**config.mk**
```make
export PLATFORM = sky130hd
export DESIGN_NAME = majority_vote_ctrl
export DESIGN_NICKNAME = d
export VERILOG_FILES = /design/src/rtl/majority_pkg.sv /design/src/rtl/majority_bitwise.sv /design/src/rtl/majority_vote_ctrl.sv
export SDC_FILE = /design/constraint.sdc
export NUM_CORES = 1
export LEC_CHECK = 0
export BUFFER_PORTS_ARGS = -buffer_cell sky130_fd_sc_hd__clkbuf_2
export CORE_ASPECT_RATIO = 0.75
export CORE_MARGIN = 5
export CORE_UTILIZATION = 50
export CTS_CLUSTER_SIZE = 14
export DETAILED_ROUTE_END_ITERATION = 8
export PLACE_DENSITY = 0.83
export SYNTH_ARGS = -nofsm -noshare
export SYNTH_HDL_FRONTEND = slang
export SYNTH_SLANG_ARGS = --single-unit
```
**constraint.sdc**
```tcl
create_clock -name clk -period 5.9 [get_ports clk]
set_input_delay 0 -clock clk [delete_from_list [all_inputs] [get_ports clk]]
set_output_delay 0 -clock clk [all_outputs]
set_load 0.005 [all_outputs]
```
**src/rtl/majority_pkg.sv**
```systemverilog
// Shared definitions for the triple-redundant majority voter.
//   state_t            : voter FSM states (IDLE, VOTE, OUT)
//   DEF_WIDTH          : default channel width
//   DEF_FAULT_THRESH   : default consecutive-mismatch count that marks a channel faulty
//   multi_fault()      : true when two or more channels are flagged faulty
package majority_pkg;

    typedef enum logic [1:0] {
        IDLE = 2'd0,
        VOTE = 2'd1,
        OUT  = 2'd2
    } state_t;

    localparam int DEF_WIDTH        = 8;
    localparam int DEF_FAULT_THRESH = 3;

    function automatic logic multi_fault(input logic [2:0] mask);
        return (mask[0] & mask[1]) | (mask[0] & mask[2]) | (mask[1] & mask[2]);
    endfunction

endpackage

```
**src/rtl/majority_bitwise.sv**
```systemverilog
// Combinational WIDTH-bit three-input bitwise majority.
// Ports:
//   a, b, c : input  [WIDTH-1:0]  operands
//   y       : output [WIDTH-1:0]  per-bit majority of a, b, c
module majority_bitwise #(
    parameter int WIDTH = 8
) (
    input  logic [WIDTH-1:0] a,
    input  logic [WIDTH-1:0] b,
    input  logic [WIDTH-1:0] c,
    output logic [WIDTH-1:0] y
);

    assign y = (a & b) | (a & c) | (b & c);

endmodule

```
**src/rtl/majority_vote_ctrl.sv**
```systemverilog
// Triple-redundant channel voter with per-channel fault tracking.
// A sample triple is accepted in IDLE, voted in VOTE (one cycle) and presented
// in OUT until the consumer takes it. Channels that disagree with the vote for
// FAULT_THRESH consecutive samples are flagged and excluded from later votes.
//
// Optional feature macro: MAJORITY_VOTE_STATS_EN
//   defined   -> vote_cnt / miss_cnt are 16-bit saturating statistics
//   undefined -> vote_cnt / miss_cnt tied to 0
//
// Ports:
//   clk, rst_n            : clock, asynchronous active-low reset
//   ch_a, ch_b, ch_c      : redundant channel samples
//   in_valid / in_ready   : sample handshake (ready only in IDLE)
//   out_valid / out_ready : result handshake, out_data holds the voted value
//   fault_clr             : clears fault_mask and mismatch counters
//   fault_mask            : sticky faulty flags, bit0=a, bit1=b, bit2=c
//   disagree              : last vote had no healthy majority
//   fatal                 : two or more channels faulty
//   vote_cnt, miss_cnt    : completed handshakes / disagreeing votes
//
// state | meaning
// ------+-------------------------------------------------
// IDLE  | waiting for a sample triple, in_ready=1
// VOTE  | one cycle: register result, update fault tracking
// OUT   | out_valid=1, hold out_data until out_ready
module majority_vote_ctrl
    import majority_pkg::*;
#(
    parameter int WIDTH        = DEF_WIDTH,
    parameter int FAULT_THRESH = DEF_FAULT_THRESH
) (
    input  logic             clk,
    input  logic             rst_n,
    input  logic [WIDTH-1:0] ch_a,
    input  logic [WIDTH-1:0] ch_b,
    input  logic [WIDTH-1:0] ch_c,
    input  logic             in_valid,
    output logic             in_ready,
    output logic             out_valid,
    input  logic             out_ready,
    output logic [WIDTH-1:0] out_data,
    input  logic             fault_clr,
    output logic [2:0]       fault_mask,
    output logic             disagree,
    output logic             fatal,
    output logic [15:0]      vote_cnt,
    output logic [15:0]      miss_cnt
);

    localparam logic [3:0] THRESH = 4'(FAULT_THRESH);

    state_t           state_q, state_d;
    logic [WIDTH-1:0] smp [3];
    logic [WIDTH-1:0] maj;
    logic [WIDTH-1:0] vote;
    logic             vote_dis;
    logic [3:0]       cnt_q [3];
    logic [3:0]       cnt_d [3];
    logic             accept;

    majority_bitwise #(.WIDTH(WIDTH)) u_maj (
        .a (smp[0]),
        .b (smp[1]),
        .c (smp[2]),
        .y (maj)
    );

    always_ff @(posedge clk or negedge rst_n) begin
        if (!rst_n) state_q <= IDLE;
        else        state_q <= state_d;
    end

    always_comb begin
        state_d   = state_q;
        in_ready  = 1'b0;
        out_valid = 1'b0;
        case (state_q)
            IDLE: begin
                in_ready = rst_n;
                if (in_valid) state_d = VOTE;
            end
            VOTE: state_d = OUT;
            OUT: begin
                out_valid = 1'b1;
                if (out_ready) state_d = IDLE;
            end
            default: state_d = IDLE;
        endcase
    end

    assign accept = in_valid && (state_q == IDLE);

    // With one faulty channel the lower-index healthy channel is the result
    // whether or not the healthy pair agrees; only disagree depends on equality.
    always_comb begin
        vote     = maj;
        vote_dis = 1'b0;
        case (fault_mask)
            3'b000: begin
                vote     = maj;
                vote_dis = 1'b0;
            end
            3'b001: begin
                vote     = smp[1];
                vote_dis = (smp[1] != smp[2]);
            end
            3'b010: begin
                vote     = smp[0];
                vote_dis = (smp[0] != smp[2]);
            end
            3'b100: begin
                vote     = smp[0];
                vote_dis = (smp[0] != smp[1]);
            end
            3'b101: begin
                vote     = smp[1];
                vote_dis = 1'b1;
            end
            3'b011: begin
                vote     = smp[2];
                vote_dis = 1'b1;
            end
            default: begin
                vote     = smp[0];
                vote_dis = 1'b1;
            end
        endcase
    end

    always_comb begin
        for (int i = 0; i < 3; i++) begin
            cnt_d[i] = 4'd0;
            if (smp[i] != vote) cnt_d[i] = (cnt_q[i] >= THRESH) ? cnt_q[i] : cnt_q[i] + 4'd1;
        end
    end

    always_ff @(posedge clk or negedge rst_n) begin
        if (!rst_n) begin
            for (int i = 0; i < 3; i++) smp[i] <= '0;
            out_data <= '0;
            disagree <= 1'b0;
        end else begin
            if (accept) begin
                smp[0] <= ch_a;
                smp[1] <= ch_b;
                smp[2] <= ch_c;
            end
            if (state_q == VOTE) begin
                out_data <= vote;
                disagree <= vote_dis;
            end
        end
    end

    // fault_clr takes priority so a threshold hit in the same cycle is dropped.
    always_ff @(posedge clk or negedge rst_n) begin
        if (!rst_n) begin
            for (int i = 0; i < 3; i++) cnt_q[i] <= 4'd0;
            fault_mask <= 3'b000;
        end else if (fault_clr) begin
            for (int i = 0; i < 3; i++) cnt_q[i] <= 4'd0;
            fault_mask <= 3'b000;
        end else if (state_q == VOTE) begin
            for (int i = 0; i < 3; i++) begin
                if (!fault_mask[i]) begin
                    cnt_q[i] <= cnt_d[i];
                    if (cnt_d[i] >= THRESH) fault_mask[i] <= 1'b1;
                end
            end
        end
    end

    assign fatal = multi_fault(fault_mask);

`ifdef MAJORITY_VOTE_STATS_EN
    logic [15:0] vote_q, miss_q;

    always_ff @(posedge clk or negedge rst_n) begin
        if (!rst_n) begin
            vote_q <= 16'd0;
            miss_q <= 16'd0;
        end else begin
            if (state_q == OUT && out_ready && vote_q != 16'hFFFF) vote_q <= vote_q + 16'd1;
            if (state_q == VOTE && vote_dis && miss_q != 16'hFFFF) miss_q <= miss_q + 16'd1;
        end
    end

    assign vote_cnt = vote_q;
    assign miss_cnt = miss_q;
`else
    assign vote_cnt = 16'd0;
    assign miss_cnt = 16'd0;
`endif

endmodule

```
After elaboration in Yosys (flattened, before gate mapping)
Index checks and enable logic that the tools add are counted.

Register bits after elaboration: 50. Input bits: 29. Output and inout bits: 47. Logic and storage cells: 82.

$add $sub $neg: 3. Magnitude comparators: 6. Equality and inequality tests: 18. Mux-type cells: 26. Bitwise logic cells: 10. Reduce and logical (&&, ||, !) cells: 9.

Operators with widths (count): 8-bit != test (6); 4-bit two-way mux (9); 8-bit bitwise AND (3); 4-bit by 2-bit >= comparator with 1-bit output (second input constant) (6); 12-bit two-way mux (2); 8-bit one-hot mux with 3 select lines (1); 8-bit bitwise OR (2); 4-bit by 1-bit adder with 4-bit output (second input constant) (3); 2-bit != test (second input constant) (5); 1-bit two-way mux (8); 2-bit AND reduction (4); 3-bit by 2-bit equality test with 1-bit output (second input constant) (2); 3-bit equality test (second input constant) (2); 3-bit two-way mux (2); 2-bit one-hot mux with 3 select lines (1); 2-bit two-way mux (2); 1-bit one-hot mux with 4 select lines (1); 1-bit bitwise AND (3); 3-bit by 1-bit equality test with 1-bit output (second input constant) (1); 3-bit zero test (1); 2-bit by 1-bit equality test with 1-bit output (second input constant) (1); 2-bit equality test (second input constant) (1); 2-bit zero test (1); 1-bit bitwise OR (2); other kinds (3) (3).

Longest topological paths before layout
Depth after elaboration: 11. Mapped depth: 11. Gate-level depth less buffers: 8.

Modules after synthesis
A second synthesis with hierarchy kept.

Cells, all modules: 330. Area total of the unflattened synthesis: 3363.2 µm².

By module, submodules not included: majority_vote_ctrl (times used 1, cells an instance 322, area each 3273.1 µm², sequential area each 1251.2 µm²); majority_bitwise (times used 1, cells an instance 8, area each 90.1 µm², sequential area each 0.0 µm²).

Least setup slack after synthesis
No wires, ideal clock.

Path type: register -> register. From: register fault_mask[0]. To: register cnt_q[0] (netlist bit). Setup time: 0.136 ns. Arrival time: 2.214 ns. Required time: 5.764 ns. Path slack: 3.550 ns. Cell stages (with the launch flop): 9. Buffers on the path: 1. Clock period less this slack: 2.350 ns. Path through: dfrtp_1 buf_6 nor2b_4 or4_4 a21boi_2 o2111ai_1 or4_4 o22ai_1 a21oi_1.

Word-level cells in the longest chain between the ends: 8. Elaborated cells on any way between the ends: 11. Those cells by class: eq/ne (4); mux (5); reduce/logical (2).

RTL lines: start: declaration (RTL line majority_vote_ctrl.sv:43) `output logic [2:0] fault_mask,`; start signal: assignment (RTL line majority_vote_ctrl.sv:159) `fault_mask <= 3'b000;`; start signal: assignment (RTL line majority_vote_ctrl.sv:162) `fault_mask <= 3'b000;`; start signal: indexed assignment (RTL line majority_vote_ctrl.sv:167) `if (cnt_d[i] >= THRESH) fault_mask[i] <= 1'b1;`; 3-bit by 1-bit equality test with 1-bit output or 3-bit equality test (tied branches) (RTL line majority_vote_ctrl.sv:98) `case (fault_mask)`; 2-bit OR reduction (no source line); 8-bit one-hot mux with 3 select lines (*) (RTL line majority_vote_ctrl.sv:98); 8-bit != test (*) (RTL line majority_vote_ctrl.sv:133) `if (smp[i] != vote) cnt_d[i] = (cnt_q[i] >= THRESH) ? cnt_q[i] : cnt_q[i] + 4'd1;`; 4-bit two-way mux (*) (RTL line majority_vote_ctrl.sv:133); 4-bit two-way mux (*) (RTL line majority_vote_ctrl.sv:165) `if (!fault_mask[i]) begin`; 12-bit two-way mux (*) (RTL line majority_vote_ctrl.sv:163) `end else if (state_q == VOTE) begin`; 12-bit two-way mux (*) (RTL line majority_vote_ctrl.sv:160) `end else if (fault_clr) begin`; end signal: indexed assignment (RTL line majority_vote_ctrl.sv:166) `cnt_q[i] <= cnt_d[i];`; end: declaration (RTL line majority_vote_ctrl.sv:57) `logic [3:0] cnt_q [3];`.

Every way passes the cells marked *; elsewhere a longest branch is shown, timed or not. The select of a mux whose other input is x is not followed. A chain may end at the register's enable or synchronous reset.

Worst setup path in the final report
From: register fault_mask[0]. To: register cnt_q[1] (netlist bit).

The elaborated chain is that of the path after synthesis.

==> flow_summary.ini <==
[status]
outcome = finished, final reports clean

[synthesis]
ys_types = 66
syn-instance-count = 401
synth_seq_cells = 50
synthFlopType = dfrtp_1
syn-cell-area_um2 = 3660
syn_avg_cell_area_um2 = 9.14
synth_edf_count = 0
yosys_warnings = 0
synth_seq_area_share_pct = 34.2
synthArstFlopShare_pct = 100

[clock_network]
cts.sinks = 50
cts_made_buffers = 5
clk_path_buf_depth = 2
cts_tree = yes
cts_root_buffer = clkbuf_8
clkTransAtPathRegs_ns = 0.09
htreeDepth = 2
cts-resized-gates = 0
clk_latency_ns = 0.31

[worst_hold_path]
worst_hold_path_type = in -> reg
worstHoldPathCells = 2

[drt]
drt-total-wl_um = 9820
avgRoutedWirePerCell_um = 17.4
vias_per_cell = 5.89
drtPass1Iterations = 5
drc = 0
drt-initial-drc-count = 438
num_vias = 3334
drtAntennaViolNets = 0

[power_and_ir_drop]
power_switching_w = 0.000969
internal_power_w = 0.00113
combPwrFrac_pct = 53.7
switching_share_pct = 46.1
ir_drop_v = 0.000270
power.clock.fraction_pct = 12.0
cellPowerDensity_nw_per_um2 = 499
cellLeakagePower_nw = 1.78
power_frac_seq_pct = 34.3

[timing]
min_period_ns = 3.01
setup_viol = 0
post-route-period-util_pct = 51.1
tns_ns = 0
rsz0062_at_grt = no
timing.fmax_ghz = 0.332
slew_headroom_pct = 23.5
final-hold-violation-count = 0
worstMarginPinSlew_ns = 1.12
finClkSkew_ns = 0.00293
holdWs_ns = 0.0893
drv_slew = 0

[final_layout]
n_antenna_cell = 0
nFillCells = 627
fin_nets = 505
drive_gt1_share_pct = 19.4
area_growth_pct = 15.0

[setup_path]
worst-path-buf-inv = 0
worst-path-stages = 7
path_class = reg -> reg
path_cells = or2b_1 -> o32ai_1 -> or4_1 -> o211ai_1 -> or4_4 -> o22ai_1 -> a21oi_1
crit_arrival_ns = 3.20
required_ns = 6.09
cp_max_fo = 27
cp_top_family = simple AND/OR/NAND/NOR gates
cpPeakStageDelay_ns = 0.87
startpoint_type = flip-flop
r2r_setup_slack_ns = 2.89
setup.worst_path.end_class = flip-flop
crit_slowest_cell = dfrtp_1
reg2reg_depth = 7

[die]
dieArea_um2 = 9160
io_pins = 76
start_util_pct = 50.7
die_w_um = 109
core_area_um2 = 7230
die_h_um = 84.1
rows = 27

[placed_design]
gp_congestion = 1.01
dpl.hpwl_um = 7030
portBuffers = 43

[job]
max_cap_viol_count = 0

[global_routing]
grt_overflow = 0
antenna_found_initial = 0
grtUsageTotal_pct = 22.0
grt_pass1_wl_um = 15900
first_global_vias = 3041
grt_max_degree = 52
metrics by stage:
| step | total power [W] | area [um2] | instances | setup WS [ns] | utilization (%) |
|---|---|---|---|---|---|
| after floorplan | 0.00148 | 3780 | 432 | 3.55 | - |
| after global placement | 0.00178 | 3830 | 532 | 2.98 | 53.0 |
| after detailed placement | 0.00181 | 3830 | 532 | 2.96 | 53.0 |
| after CTS | 0.00208 | 4210 | 566 | 2.94 | 58.3 |
| after global routing | 0.00225 | 4210 | 566 | 2.76 | 58.3 |
| final | 0.00210 | 4210 | 566 | 2.89 | 58.3 |
worst paths after layout:
path	from	endpoint
max	fault_mask[0]	cnt_q[1]
min	fault_clr	fault_mask[0]
max reg2reg	fault_mask[0]	cnt_q[1]
min reg2reg	out_data[4]	out_data[4]
max in group asynchronous	rst_n	out_data[3]
min in group asynchronous	rst_n	state_q[0]
area by class of cell:
class                   instances  area (um2)  share of cell area, %
repair buffers                 76         531                   12.6
well taps                     101         126                   3.00
clock buffers                   6        82.6                   1.96
flip-flops and latches         50        1250                   29.7
inverters                      14        52.6                   1.25
clock inverters                 1        30.0                  0.713
multi-input cells             318        2140                   50.8
state kept, by name, summed over array words and instances (netlist names):
register,flops
cnt_q,12
state_q,2
out_data,8
smp,24
disagree,1
fault_mask,3
layer usage:
metal  GRT usage, %  wire length [um]  up-vias  part of all wire [%]
li1               -                 -     1548                     -
met1           32.6              4340     1573                    44
met2           32.8              4360      190                    44
met3           4.69               964       23                   9.8
met4           4.93               156        0                   1.6
met5              0                 0        -                     0
timing repair:
item / 4_1_cts / 5_1_grt
hold endpoints to repair: 76 / 0
hold buffers: 27 / 0
buffers inserted: 0 / 0
synth_stat cells, drive strengths merged (3+ instances only):
library cell / n / area [um2]
a221oi: 3 / 26.3
and3: 4 / 25.0
nor3b: 7 / 52.6
inv: 14 / 52.6
nor4: 5 / 31.3
o211ai: 4 / 30.0
o31ai: 5 / 37.5
o22ai: 4 / 25.0
a31oi: 8 / 50.1
or4: 4 / 37.5
nand2: 21 / 78.8
xor2: 4 / 35.0
mux2i: 10 / 100
or3b: 3 / 26.3
a211oi: 9 / 67.6
o21a: 3 / 22.5
nor2: 22 / 82.6
clkbuf: 7 / 26.3
nor2b: 8 / 65.1
dfrtp: 50 / 1250
xnor2: 10 / 87.6
nor3: 16 / 80.1
or3: 8 / 50.1
a21boi: 3 / 26.3
o21bai: 3 / 22.5
a21oi: 16 / 80.1
buf: 43 / 315
nand2b: 5 / 31.3
o2111ai: 4 / 35.0
ha: 11 / 138
o21ai: 29 / 145
mux2: 22 / 248
o32ai: 4 / 35.0
or2: 5 / 31.3
placed cells by master, fill, tap and decap left out, types with 5 or more instances in the layout:
cell           Yosys  layout
dfrtp_1           50      50
clkbuf_2           0      43
conb_1             1      32
o21ai_0           27      27
dlygate4sd3_1      0      27
nor2_1            22      22
mux2_2            22      22
nand2_1           21      21
a21oi_1           16      16
nor3_1            16      16
inv_1             14      14
ha_1              11      11
xnor2_1           10      10
mux2i_1           10      10
a211oi_1           9       9
or3_1              8       8
a31oi_1            8       8
nor3b_1            7       6
nor2b_1            6       6
clkbuf_8           0       6
buf_4             33       6
nand2b_1           5       5
o31ai_1            5       5
nor4_1             5       5
power groups by stage:
stage | combinational, W | sequential, W | clock, W
after floorplan | 0.000859 | 0.000622 | 0
after global placement | 0.00107 | 0.000711 | 0
after detailed placement | 0.00109 | 0.000714 | 0
after CTS | 0.00111 | 0.000708 | 0.000258
after global routing | 0.00124 | 0.000737 | 0.000272
final | 0.00113 | 0.000721 | 0.000252
cells by family (layout without fill, tap and decap cells):
kind of cell             after synthesis  in the layout  share of synthesized area, %
flip-flops                            50             50                          34.2
AO/OA/AOI/OAI                        112            112                          20.5
multiplexers                          32             32                          9.49
XOR/XNOR                              14             14                          3.35
adder cells (fa/ha/maj)               11             11                          3.76
AND/OR/NAND/NOR                      117            117                          17.9
buffers and inverters                 64             97                          10.8
other                                  1             32                         0.102
Power figures use the tool's default switching activity.
